`config.mk`:
```
export PLATFORM = sky130hd
export DESIGN_NAME = smvm_result_serializer_flat
export DESIGN_NICKNAME = d
export VERILOG_FILES = /design/src/rtl/smvm_pkg.sv /design/src/rtl/smvm_result_serializer_if.sv /design/src/rtl/smvm_res_fifo.sv /design/src/rtl/smvm_result_serializer.sv /design/src/flat_wrapper.sv
export SDC_FILE = /design/constraint.sdc
export NUM_CORES = 1
export LEC_CHECK = 0
export ABC_AREA = 0
export CORE_UTILIZATION = 38
export CTS_CLUSTER_DIAMETER = 200
export CTS_CLUSTER_SIZE = 40
export DETAILED_ROUTE_END_ITERATION = 8
export PLACE_DENSITY = 0.52
export RECOVER_POWER = 100
export SLEW_MARGIN = 40
export SYNTH_ARGS = -nofsm -noshare
export SYNTH_HDL_FRONTEND = slang
export SYNTH_SLANG_ARGS = --single-unit
```
`constraint.sdc`:
```
create_clock -name clk_i -period 5.9 [get_ports clk_i]
set_clock_uncertainty 0.05 [all_clocks]
set_input_delay 1.18 -clock clk_i [delete_from_list [all_inputs] [get_ports clk_i]]
set_output_delay 1.18 -clock clk_i [all_outputs]
set_load 0.1 [all_outputs]
```
`src/rtl/smvm_pkg.sv`:
```
// rtl/smvm_pkg.sv - shared constants and FSM encoding for the result serializer
// Provides: RES_W (core result width), BYTE_W (pad byte width),
//           DEFAULT_DEPTH (FIFO entries), state_t (IDLE/RUN/FLUSH).
package smvm_pkg;
  localparam int RES_W         = 24;
  localparam int BYTE_W        = 8;
  localparam int DEFAULT_DEPTH = 8;

  typedef enum logic [1:0] {
    IDLE  = 2'b00,
    RUN   = 2'b01,
    FLUSH = 2'b10
  } state_t;
endpackage

```
`src/rtl/smvm_result_serializer_if.sv`:
```
// rtl/smvm_result_serializer_if.sv - job control, result input and byte output bundle
// Job control: start, rows_in -> busy, done, overflow, excess.
// Result input: res_valid, res_data (no backpressure).
// Byte output: byte_valid, byte_data, byte_last with byte_ready.
// Modports: slave = serializer view, master = driver/consumer view.
interface smvm_result_serializer_if
  import smvm_pkg::*;
#(
  parameter int DATA_W = RES_W,
  parameter int OUT_W  = BYTE_W,
  parameter int CNT_W  = 8
);
  logic              start;
  logic [CNT_W-1:0]  rows_in;
  logic              res_valid;
  logic [DATA_W-1:0] res_data;
  logic              byte_valid;
  logic [OUT_W-1:0]  byte_data;
  logic              byte_last;
  logic              byte_ready;
  logic              busy;
  logic              done;
  logic              overflow;
  logic              excess;

  modport slave (
    input  start, rows_in, res_valid, res_data, byte_ready,
    output byte_valid, byte_data, byte_last, busy, done, overflow, excess
  );

  modport master (
    output start, rows_in, res_valid, res_data, byte_ready,
    input  byte_valid, byte_data, byte_last, busy, done, overflow, excess
  );
endinterface

```
`src/rtl/smvm_res_fifo.sv`:
```
// rtl/smvm_res_fifo.sv - synchronous circular FIFO for core results
// Ports: clk_i, rst_i (sync, active high), push_i/wdata_i, pop_i/rdata_o,
//        full_o, empty_o. A push while full is taken when a pop happens
//        in the same cycle.
module smvm_res_fifo #(
  parameter int W     = 24,
  parameter int DEPTH = 8
) (
  input  logic         clk_i,
  input  logic         rst_i,
  input  logic         push_i,
  input  logic [W-1:0] wdata_i,
  input  logic         pop_i,
  output logic [W-1:0] rdata_o,
  output logic         full_o,
  output logic         empty_o
);
  localparam int AW = $clog2(DEPTH);

  logic [W-1:0] mem_q [DEPTH];
  logic [AW:0]  wr_q, rd_q;
  logic         do_push, do_pop;

  // Extra pointer MSB distinguishes full from empty when the indices match.
  assign full_o  = (wr_q[AW] != rd_q[AW]) && (wr_q[AW-1:0] == rd_q[AW-1:0]);
  assign empty_o = (wr_q == rd_q);
  assign rdata_o = mem_q[rd_q[AW-1:0]];

  assign do_pop  = pop_i && !empty_o;
  assign do_push = push_i && (!full_o || do_pop);

  always_ff @(posedge clk_i) begin
    if (rst_i) begin
      wr_q <= '0;
      rd_q <= '0;
    end else begin
      if (do_push) wr_q <= wr_q + 1'b1;
      if (do_pop)  rd_q <= rd_q + 1'b1;
    end
  end

  always_ff @(posedge clk_i) begin
    if (do_push) mem_q[wr_q[AW-1:0]] <= wdata_i;
  end
endmodule

```
`src/rtl/smvm_result_serializer.sv`:
```
// rtl/smvm_result_serializer.sv - buffers SMVM row results and streams them as bytes
// Ports: clk_i, rst_i (sync, active high), bus (slave modport of
//        smvm_result_serializer_if: job control, result input, byte stream).
module smvm_result_serializer
  import smvm_pkg::*;
#(
  parameter int DATA_W = RES_W,
  parameter int OUT_W  = BYTE_W,
  parameter int DEPTH  = DEFAULT_DEPTH,
  parameter int CNT_W  = 8
) (
  input  logic                     clk_i,
  input  logic                     rst_i,
  smvm_result_serializer_if.slave  bus
);
  localparam logic [1:0] LAST_B = 2'(DATA_W / OUT_W - 1);

  state_t            state_q;
  logic [CNT_W-1:0]  rows_q, acc_cnt_q, push_cnt_q, out_cnt_q;
  logic              ovf_q, exc_q, done_q;
  logic [DATA_W-1:0] word_q;
  logic [1:0]        b_q;
  logic              ser_vld_q;

  logic              fifo_full, fifo_empty, fifo_push, fifo_pop;
  logic [DATA_W-1:0] fifo_rdata;
  logic              hs, last_hs, ser_free, take, room, drop;

  always_comb begin
    hs        = ser_vld_q && bus.byte_ready;
    last_hs   = hs && (b_q == LAST_B);
    // The serializer can take a new word when empty or finishing its last byte.
    ser_free  = !ser_vld_q || last_hs;
    fifo_pop  = !fifo_empty && ser_free;
    room      = acc_cnt_q < rows_q;
    take      = (state_q != IDLE) && bus.res_valid && room;
    fifo_push = take && (!fifo_full || fifo_pop);
    drop      = take && fifo_full && !fifo_pop;
  end

  smvm_res_fifo #(.W(DATA_W), .DEPTH(DEPTH)) u_fifo (
    .clk_i   (clk_i),
    .rst_i   (rst_i),
    .push_i  (fifo_push),
    .wdata_i (bus.res_data),
    .pop_i   (fifo_pop),
    .rdata_o (fifo_rdata),
    .full_o  (fifo_full),
    .empty_o (fifo_empty)
  );

  always_ff @(posedge clk_i) begin
    if (rst_i) begin
      state_q    <= IDLE;
      rows_q     <= '0;
      acc_cnt_q  <= '0;
      push_cnt_q <= '0;
      out_cnt_q  <= '0;
      ovf_q      <= 1'b0;
      exc_q      <= 1'b0;
      done_q     <= 1'b0;
      word_q     <= '0;
      b_q        <= '0;
      ser_vld_q  <= 1'b0;
    end else begin
      done_q <= 1'b0;

      // Serializer: the word is shifted so the current byte is always on top.
      if (fifo_pop) begin
        word_q    <= fifo_rdata;
        b_q       <= '0;
        ser_vld_q <= 1'b1;
      end else if (hs) begin
        if (b_q == LAST_B) begin
          ser_vld_q <= 1'b0;
        end else begin
          word_q <= word_q << OUT_W;
          b_q    <= b_q + 1'b1;
        end
      end
      if (last_hs) out_cnt_q <= out_cnt_q + 1'b1;

      case (state_q)
        IDLE: begin
          if (bus.start) begin
            if (bus.rows_in != '0) begin
              rows_q     <= bus.rows_in;
              acc_cnt_q  <= '0;
              push_cnt_q <= '0;
              out_cnt_q  <= '0;
              ovf_q      <= 1'b0;
              exc_q      <= 1'b0;
              state_q    <= RUN;
            end else begin
              done_q <= 1'b1;
            end
          end
        end
        RUN, FLUSH: begin
          if (take) acc_cnt_q <= acc_cnt_q + 1'b1;
          if (fifo_push) push_cnt_q <= push_cnt_q + 1'b1;
          if (drop) ovf_q <= 1'b1;
          if (bus.res_valid && !room) exc_q <= 1'b1;
          if (state_q == RUN) begin
            if (take && (CNT_W'(acc_cnt_q + 1'b1) == rows_q)) state_q <= FLUSH;
          end else if (fifo_empty && !ser_vld_q && (out_cnt_q == push_cnt_q)) begin
            done_q  <= 1'b1;
            state_q <= IDLE;
          end
        end
        default: state_q <= IDLE;
      endcase
    end
  end

  assign bus.byte_valid = ser_vld_q;
  assign bus.byte_data  = word_q[DATA_W-1 -: OUT_W];
  assign bus.byte_last  = ser_vld_q && (b_q == LAST_B);
  assign bus.busy       = (state_q != IDLE);
  assign bus.done       = done_q;
  assign bus.overflow   = ovf_q;
  assign bus.excess     = exc_q;
endmodule

```
`src/flat_wrapper.sv`:
```
// flat-port wrapper written by rule: the top's interface ports become plain ports
module smvm_result_serializer_flat import smvm_pkg::*;
#(
  parameter int DATA_W = RES_W,
  parameter int OUT_W  = BYTE_W,
  parameter int DEPTH  = DEFAULT_DEPTH,
  parameter int CNT_W  = 8
)
  (clk_i, rst_i, bus_start, bus_rows_in, bus_res_valid, bus_res_data, bus_byte_ready, bus_byte_valid, bus_byte_data, bus_byte_last, bus_busy, bus_done, bus_overflow, bus_excess);
  smvm_result_serializer_if #(.DATA_W(DATA_W), .OUT_W(OUT_W), .CNT_W(CNT_W)) bus_i ();
  input  logic clk_i;
  input  logic rst_i;
  input wire logic [$bits(bus_i.start)-1:0] bus_start;
  input wire logic [$bits(bus_i.rows_in)-1:0] bus_rows_in;
  input wire logic [$bits(bus_i.res_valid)-1:0] bus_res_valid;
  input wire logic [$bits(bus_i.res_data)-1:0] bus_res_data;
  input wire logic [$bits(bus_i.byte_ready)-1:0] bus_byte_ready;
  output wire logic [$bits(bus_i.byte_valid)-1:0] bus_byte_valid;
  output wire logic [$bits(bus_i.byte_data)-1:0] bus_byte_data;
  output wire logic [$bits(bus_i.byte_last)-1:0] bus_byte_last;
  output wire logic [$bits(bus_i.busy)-1:0] bus_busy;
  output wire logic [$bits(bus_i.done)-1:0] bus_done;
  output wire logic [$bits(bus_i.overflow)-1:0] bus_overflow;
  output wire logic [$bits(bus_i.excess)-1:0] bus_excess;
  assign bus_i.start = bus_start;
  assign bus_i.rows_in = bus_rows_in;
  assign bus_i.res_valid = bus_res_valid;
  assign bus_i.res_data = bus_res_data;
  assign bus_i.byte_ready = bus_byte_ready;
  assign bus_byte_valid = bus_i.byte_valid;
  assign bus_byte_data = bus_i.byte_data;
  assign bus_byte_last = bus_i.byte_last;
  assign bus_busy = bus_i.busy;
  assign bus_done = bus_i.done;
  assign bus_overflow = bus_i.overflow;
  assign bus_excess = bus_i.excess;
  smvm_result_serializer #(.DATA_W(DATA_W), .OUT_W(OUT_W), .DEPTH(DEPTH), .CNT_W(CNT_W)) u_core (.clk_i(clk_i), .rst_i(rst_i), .bus(bus_i));
endmodule
```
==> run_results.csv, run 1 <==
group,metric,value,unit
yosys,yosysTopAreaCellShare,0.5147,
yosys,synth_top_family_by_area,"multiplexers",
clock_tree,root_buffer,"clkbuf_16",
yosys,synthFlopType,"edfxtp_1",
yosys,ys_top_cells_by_area,"edfxtp_1, dfxtp_1, mux4_2",
clock_tree,cts_tree,"yes",
routing,drt.antenna.violating_nets,0,
floorplanning,core,28860,µm²
critical_path,critPathBufInv,2,
yosys,yosys_warnings,0,
outcome,violations,"capacitance limit, slew limit",
clock_tree,clkTransAtPathRegs,0.14,ns
yosys,synthMuxAreaShare,0.1314,
yosys,synth_fa_ha_area_frac,0.01899,
yosys,synth.distinct_cells,65,
timing,period_minus_slack,4.350,ns
clock_tree,cts_buffers,10,
timing,grt_setup_unrepaired,"false",
routing,drtIter0Drc,354,
critical_path,critPathKind,"in2reg",
power,irDropWorstVdd,186.3,µV
yosys,synth_edf_count,192,
cells_and_area,nets,823,
timing,setup_viol,0,
floorplanning,rows,62,
yosys,syn_nets,796,
global_route,grt_max_degree,65,
cells_and_area,antenna_cells,0,
floorplanning,die_y,173.7,µm
clock_tree,worstSkewPairLatency,0.50,ns
power,powerDensity,365.5,nW/µm²
routing,routed_wl,23370,µm
routing,first_pass_iters,5,
yosys,ys_ff_latch,267,
clock_tree,cts_resized,0,
clock_tree,cts.sinks,267,
yosys,avgSynthCellArea,15.10,µm²
floorplanning,die_area,30170,µm²
routing,drc,0,
yosys,post-synth-top-area-cell,"edfxtp_1",
yosys,ys_seq_area_frac,0.6488,
critical_path,crit_family,"buffers and inverters",
power,totalPowerFinal,4.472,mW
placed_design,port_buffers,50,
critical_path,cp-end-kind,"flop",
clock_tree,hold_buffers,0,
power,total_leakage_power,3.746,nW
clock_tree,cts_max_path_buffers,3,
critical_path,critPathLaunchType,"input port",
global_route,first_global_vias,6278,
clock_tree,cts_max_level,1,
routing,vias,6101,
floorplanning,start_util,0.3881,
critical_path,required,5.94,ns
yosys,synth_area,11200,µm²
global_route,grt_pass1_wl,36690,µm
floorplanning,die_x,173.7,µm
yosys,syn_inst,742,
routing,wire_per_inst,20.20,µm
cells_and_area,fillers,2670,
global_route,track_usage,0.1579,
critical_path,crit_chain,"dlygate4sd3_1, nand2_1, nand2_1, nor3_1, nor3_1, nand2b_1, nor3_2, clkbuf_1",
yosys,yosys-top-cells-count,"edfxtp_1, dfxtp_1, mux4_2",
placed_design,dp_hpwl,14690,µm
critical_path,critical-path-max-stage-delay,1.39,ns
critical_path,crit_fanout,24,
global_route,antenna_found_initial,1,
placed_design,place_congestion,0.7812,
yosys,ys_async_sr_fraction,0,
routing,via_per_inst,5.273,
timing,finalCritPeriodShare,0.7373,
timing,clock.fmax,229.9,MHz
job,max_cap_violations,5,
cells_and_area,area_delta_synth_final,9.238,%
hold_path,hp-class,"reg2reg",
yosys,yosys.area_share.simple,0.07864,
cells_and_area,drive_above_1_share,0.1255,
timing,hold_viol_final,0,
yosys,synth_compound_area_frac,0.06490,
yosys,synthXorXnorAreaFrac,0.02871,
timing,slew_violations,147,
floorplanning,pin_count,51,
timing,tns,0,ns
critical_path,cp_data_arrival_time,4.39,ns
timing,slew_headroom,-0.3871,
yosys,yosysMostFrequentCell,"edfxtp_1",
outcome,outcome,"finished, violations left",
clock_tree,cts_setup_buffers,0,
global_route,grt-ovfl-total,0,
timing,worst_pin_slew,2.081,ns
critical_path,critPathSlowestCell,"clkbuf_1",
-- final timing paths --
kind / start / slack (ns) / end / depth (start not counted)
min: u_core.word_q[19]$_SDFFE_PP0P_ / 0.41 / u_core.word_q[19]$_SDFFE_PP0P_ / 2
min reg2reg: u_core.word_q[19]$_SDFFE_PP0P_ / 0.41 / u_core.word_q[19]$_SDFFE_PP0P_ / 2
max: bus_byte_ready / 1.55 / u_core.u_fifo.mem_q[0][14]$_DFFE_PP_ / 8
max reg2reg: u_core.acc_cnt_q[3]$_SDFFE_PP0P_ / 1.82 / u_core.u_fifo.mem_q[0][14]$_DFFE_PP_ / 7
-- worst min-delay path: cells and delay by family, from the launching register on --
family / cells / cell delay [ns]
flops: 1 / 0.34
simple gates: 1 / 0.05
compound gates: 1 / 0.05
-- registers in the layout (all words and copies together) (netlist names), 2 cells and up, named ones only --
| name | flops |
|---|---|
| u_core.acc_cnt_q | 8 |
| u_core.b_q | 2 |
| u_core.out_cnt_q | 8 |
| u_core.push_cnt_q | 8 |
| u_core.rows_q | 8 |
| u_core.state_q | 2 |
| u_core.u_fifo.mem_q | 192 |
| u_core.u_fifo.rd_q | 4 |
| u_core.u_fifo.wr_q | 4 |
| u_core.word_q | 24 |
-- cell type report --
type	instances	area (µm²)	area share
Clock inverter	1	16.27	0.001329
Multi-Input combinational cell	409	3612	0.2952
Tap cell	384	480.5	0.03927
Clock buffer	15	290.3	0.02372
Sequential cell	267	7272	0.5943
Timing Repair Buffer	63	496.7	0.04060
Inverter	18	67.56	0.005522
-- cell families (layout without fill, tap and decap cells) --
group | Yosys count | count (layout)
adders and majority gates | 17 | 17
AOI/OAI and AO/OA | 102 | 102
buffers and inverters | 66 | 97
muxes | 86 | 86
xor gates and xnor gates | 35 | 35
DFF | 267 | 267
and+or+nand+nor | 169 | 169
-- cells in the final DEF (no fill, tap or decap), types with 22 or more instances in the layout --
cell type	instances
a21oi_1	33
clkbuf_1	23
dfxtp_1	73
dlygate4sd3_1	26
edfxtp_1	192
mux2i_1	30
mux4_2	48
nand2_1	47
nor2_1	44
xnor2_1	22
-- per-layer routing --
metal	part of all wire	vias up	track usage
met5	0.00034	-	0
met4	0.014	2	0.03180
met3	0.026	23	0.01886
met2	0.51	80	0.2800
met1	0.45	3119	0.2085
li1	-	2877	-
-- power breakdown --
group	internal (mW)	leakage, nW	switching, mW
clock	0.356	0.148	0.546
combinational	0.431	1.26	0.856
sequential	2.15	2.34	0.129
-- per-stage QoR --
step           std cells  setup slack, ns    util  hold slack, ns  area, µm²
4_1_cts             1156            2.554  0.4267          0.4154      12310
2_1_floorplan        742            1.548       -          0.3865      11200
6_report            1157            1.550  0.4240          0.4135      12240
5_1_grt             1157            1.296  0.4240          0.4318      12240
3_5_place_dp        1140            2.036  0.4161          0.3963      12010
3_3_place_gp        1140            2.043  0.4179          0.3979      12060
Note: power is estimated with default switching activity, not from simulation.
==> run 2, diff against run 1 <==
- PLACE_DENSITY: 0.52 -> 0.54
- clock period: 5.9 -> 3.6 ns (I/O delays scaled with it)
==> run 2 against run 1 <==
  * The run now ends clean
  * Final cell count grew 0.61%
  * Worst hold slack is essentially flat
  * Global-route usage shrank 0.093 points
  * Combinational power grew 68%
  * Wire length shrank 1.5%
  * Critical path type is now reg2out
  * First-iteration DRC count shrank 7.9%
  * Non-clock buffer count grew 7
  * Clock-buffer cell count is the same
  * Sequential share of layout area shrank 0.48 points
  * Register-to-register slack lost 1.3 ns
==> run_results.csv, run 2 (synthesis gave the netlist of run 1 again) <==
group,metric,value,unit
cells_and_area,final_common_cell,"edfxtp_1",
clock_tree,clkTransAtPathRegs,0.15,ns
timing,finalCritPeriodShare,0.8773,
cells_and_area,finalInstanceArea,12330,µm²
global_route,use_met2,0.2791,
critical_path,crit_family,"buffers and inverters",
routing,via_per_inst,5.261,
timing,grt_setup_unrepaired,"false",
cells_and_area,largest_reg_flops,192,
critical_path,cp_data_arrival_time,2.39,ns
critical_path,critPathKind,"reg2out",
critical_path,cpMostUsedCell,"inv_1",
floorplanning,die_area,30170,µm²
power,totalPowerFinal,7.336,mW
global_route,grt_max_degree,51,
cells_and_area,drive_above_1_share,0.1346,
routing,wire_per_inst,19.78,µm
placed_design,pre_cts_slack,0.5157,ns
clock_tree,cts_max_path_buffers,3,
hold_path,hp-class,"reg2reg",
timing,slew_violations,0,
critical_path,cp-end-kind,"output port",
critical_path,critPathLaunchType,"flop",
critical_path,crit_fanout,10,
outcome,outcome,"finished, final reports clean",
critical_path,critPathBufInv,3,
global_route,grt-busiest-layer,"met2",
clock_tree,cts_resized,0,
global_route,grt-ovfl-total,0,
cells_and_area,antenna_cells,0,
routing,routed_wl,23030,µm
cells_and_area,final_cell_mix,"edfxtp_1, dfxtp_1, mux4_2",
global_route,first_global_vias,6426,
floorplanning,die_y,173.7,µm
timing,slew_headroom,0.1836,
routing,drtIter0Drc,326,
timing,period_minus_slack,3.158,ns
clock_tree,cts_tree,"yes",
cells_and_area,area_delta_synth_final,10.12,%
global_route,antenna_found_initial,0,
cells_and_area,fillers,2605,
routing,vias,6124,
clock_tree,hold_buffers,0,
cells_and_area,finish.utilization,0.4274,
critical_path,critPathSlowestCell,"clkbuf_1",
clock_tree,cts.sinks,267,
global_route,use_met3,0.01732,
power,total_leakage_power,3.797,nW
timing,setup_ws,0.4415,ns
floorplanning,pin_count,51,
floorplanning,rows,62,
clock_tree,cts_max_level,1,
floorplanning,start_util,0.3881,
critical_path,required,2.83,ns
clock_tree,worstSkewPairLatency,0.50,ns
placed_design,place_congestion,0.7718,
floorplanning,core,28860,µm²
power,powerDensity,594.8,nW/µm²
global_route,met1_usage,0.2072,
critical_path,critical-path-max-stage-delay,0.88,ns
routing,drc,0,
timing,hold_viol_final,0,
floorplanning,die_x,173.7,µm
job,max_cap_violations,0,
placed_design,placed_cell_area,12150,µm²
global_route,track_usage,0.1570,
cells_and_area,nets,830,
routing,drt.antenna.violating_nets,0,
global_route,grt_pass1_wl,36750,µm
critical_path,crit_chain,"inv_1, ha_1, inv_1, clkbuf_1",
timing,worst_pin_slew,1.230,ns
clock_tree,root_buffer,"clkbuf_16",
clock_tree,cts_buffers,10,
timing,setup_viol,0,
placed_design,dp_hpwl,14610,µm
power,irDropWorstVdd,402.1,µV
timing,clock.fmax,316.6,MHz
clock_tree,cts_setup_buffers,0,
routing,first_pass_iters,5,
placed_design,port_buffers,50,
run 2: changes by cell type in the layout (fill, tap and decap cells not counted), moves of 2 or more:
cell and change:
nor3_1 +2, buf_12 +5, buf_4 +5, clkbuf_1 -4
clkbuf_2 +2, nor3_2 -2
run 2: per-stage QoR:
stage                     setup TNS [ns]  cells  hold WS [ns]
after floorplan                   -55.38    742        0.3865
after global placement                 0   1148        0.3954
after detailed placement               0   1148        0.3966
after CTS                              0   1164        0.4159
after global routing                   0   1164        0.4310
final                                  0   1164        0.4139
run 2: worst register-to-register path, cell delays in order, from the launching register on:
cell and delay, ns:
dfxtp_1 0.56, ha_1 0.32, a21oi_1 0.33, a21o_1 0.29, nand4_1 0.27, nor3b_1 0.26
clkbuf_2 0.65
run 2: metal layers:
layer  vias up  wire (µm)
met5         -          0
met4         0        372
met1      3123      10590
li1       2892          -
met2        87      11550
met3        22        519
run 2: area by class of cell:
cell class / count / area [µm²] / share of cell area
Sequential cell: 267 / 7272 / 0.5896
Multi-Input combinational cell: 409 / 3593 / 0.2913
Timing Repair Buffer: 70 / 614.3 / 0.04981
Tap cell: 384 / 480.5 / 0.03895
Clock buffer: 15 / 290.3 / 0.02353
Inverter: 18 / 67.56 / 0.005478
Clock inverter: 1 / 16.27 / 0.001319
run 2: report_power, final:
| group | internal [mW] | total [mW] | switching [mW] |
|---|---|---|---|
| registers | 3.52 | 3.71 | 0.183 |
| clock network | 0.580 | 1.46 | 0.882 |
| logic | 0.729 | 2.17 | 1.44 |
run 2: final timing paths:
kind / startpoint / slack [ns] / to / cells after the start
setup / recovery: u_core.state_q[0]$_SDFFE_PP0P_ / 0.44 / bus_busy / 4
hold / removal: u_core.word_q[12]$_SDFFE_PP0P_ / 0.41 / u_core.word_q[12]$_SDFFE_PP0P_ / 2
setup reg to reg: u_core.acc_cnt_q[3]$_SDFFE_PP0P_ / 0.51 / u_core.u_fifo.mem_q[5][19]$_DFFE_PP_ / 6
hold reg to reg: u_core.word_q[12]$_SDFFE_PP0P_ / 0.41 / u_core.word_q[12]$_SDFFE_PP0P_ / 2
==> RTL change: new RTL, config.mk and constraints of run 1 <==
Make the reset (`rst_i`) asynchronous in 2 clocked blocks.
--- a/src/rtl/smvm_res_fifo.sv
+++ b/src/rtl/smvm_res_fifo.sv
@@ -29,7 +29,7 @@
   assign do_pop  = pop_i && !empty_o;
   assign do_push = push_i && (!full_o || do_pop);
 
-  always_ff @(posedge clk_i) begin
+  always_ff @(posedge clk_i or posedge rst_i) begin
     if (rst_i) begin
       wr_q <= '0;
       rd_q <= '0;
--- a/src/rtl/smvm_result_serializer.sv
+++ b/src/rtl/smvm_result_serializer.sv
@@ -49,7 +49,7 @@
     .empty_o (fifo_empty)
   );
 
-  always_ff @(posedge clk_i) begin
+  always_ff @(posedge clk_i or posedge rst_i) begin
     if (rst_i) begin
       state_q    <= IDLE;
       rows_q     <= '0;
Formal check against the unedited RTL: differs if rst_i is asserted again (counterexample within 4 cycles, from zero or initial values and one cycle with rst_i high); with rst_i held inactive, the same outputs for 4 cycles.
==> RTL change against run 1 <==
The run still ends with max-capacitance violations, max-slew violations left. Critical path depth is 1 lower. Maximum frequency is 3.7% lower. Wire length is 1.3% lower. Setup slack worse by 0.17 ns. First-iteration DRC count is 46% higher. Sequential cell count is 3 lower. Via count is 0.56% lower. Sequential share of layout area is 2.1 points higher. Synthesized area is 1.0% higher. Final area is 0.64% higher. Combinational power is 40% higher. Power is 20% higher. Critical path type unchanged. Largest cell class unchanged.
==> RTL change: results (changes against run 1) <==
Synth
  • Mapped Area: 0.0113 mm² (was 0.0112 mm²)
  • Post-synth cell types: 61 (was 65)
  • Yosys top cell area share: 51.0% (was 51.5%)
  • Mux cell area share after synthesis: 12.3% (was 13.1%)
  • Compound-cell area share of the yosys netlist: 6.28% (was 6.49%)
  • Syn_nets: 769 (was 796)
  • Top post-synthesis cells by area: edfxtp_1 (51%), dfrtp_1 (16%), mux4_2 (9.6%), nand2_1 (2.3%), o21ai_0 (2.0%) (was edfxtp_1 (51%), dfxtp_1 (13%), mux4_2 (9.7%), mux2i_1 (2.7%), ha_1 (1.9%))
  • Synth async-reset ratio: 27.3% (was 0%)
  • Adder and majority cell fraction of the synthesized area: 1.88% (was 1.90%)
  • Post-synth top cells: edfxtp_1 (192), dfrtp_1 (72), nand2_1 (70) (was edfxtp_1 (192), dfxtp_1 (75), mux4_2 (48))
  • Post-synthesis sequential area ratio: 66.9% (was 64.9%)

Route
  • Drt pass-1 iters: 4 (was 5)
  • Avg WL per Cell: 20.3 µm (was 20.2 µm)
  • Initial detailed-routing violation count: 517 (was 354)

STA
  • Hold_ws: 0.447 ns (was 0.414 ns)
  • Fin. max-slew vios: 213 (was 147)
  • Max transition margin: -33.4% (was -38.7%)

Power
  • P_leak: 0.00427 µW (was 0.00375 µW)
  • Combinational share of power: 33.6% (was 28.8%)
  • Worst vdd ir: 0.238 mV (was 0.186 mV)
  • Sw Ratio: 34.9% (was 34.2%)
  • Seq power: 2640 µW (was 2280 µW)

Run status
  • Status: finished with violations (unchanged)
  • Failing checks: max-capacitance violations, max-slew violations (unchanged)

Flow run
  • Max-cap violations: 8 (was 5)

Worst setup path
  • R2R Path Start: u_core.acc_cnt_q[5] (was u_core.acc_cnt_q[3])
  • Reg2reg setup slack: 1.43 ns (was 1.82 ns)

Place
  • Dpl hpwl: 14100 µm (was 14700 µm)

Final layout
  • Layout Cells excl Fill: 1136 (was 1157)
  • Final #Nets: 802 (was 823)

GRT
  • Largest net degree at the start of global routing: 53 (was 65)
  • First-pass GRT wire length: 36900 µm (was 36700 µm)
  • Global-route usage over all layers: 15.7% (was 15.8%)
==> RTL change: worst max-delay path by stage <==
stage | start | endpoint | slack [ns]
final | bus_byte_ready | u_core.u_fifo.mem_q[2][20] | 1.38
after global routing | bus_byte_ready | u_core.u_fifo.mem_q[2][5] | 1.07
after CTS | bus_byte_ready | u_core.u_fifo.mem_q[5][15] | 2.22
after detailed placement | bus_byte_ready | u_core.u_fifo.mem_q[5][18] | 1.70
after global placement | bus_byte_ready | u_core.u_fifo.mem_q[5][11] | 1.73
after floorplan | u_core.state_q[0] | u_core.u_fifo.mem_q[1][0] | 0.55
==> RTL change: worst max-delay path: stages <==
cell,delay [ns]
dlygate4sd3_1,0.66
nand2_1,0.11
nand2_1,0.11
nor3b_1,0.09
or3_1,0.60
nor4b_1,0.31
clkbuf_1,1.47
==> RTL change: final cells by class <==
cell class	count	area, µm²
Fill cell	2649	16700
Sequential cell	264	7570
Multi-Input combinational cell	386	3380
Timing Repair Buffer	67	503
Tap cell	384	480
Clock buffer	15	290
Inverter	19	72.6
Clock inverter	1	16.3
==> RTL change: per-layer routing <==
metal,track usage [%],wire length (µm),up-vias
met4,3.19,433,0
met3,2.06,645,25
met5,0,0,-
met2,27.2,11300,110
met1,21.2,10600,3132
li1,-,-,2800
==> RTL change: per-stage QoR <==
stage,utilization (%),total power [µW],area [µm²],worst slack [ns]
6_report,42.4,5340,12300,1.38
5_1_grt,42.4,5660,12300,1.07
4_1_cts,43.0,5500,12500,2.22
3_5_place_dp,41.9,4600,12200,1.70
3_3_place_gp,42.2,4570,12200,1.73
2_1_floorplan,-,4130,11300,0.552
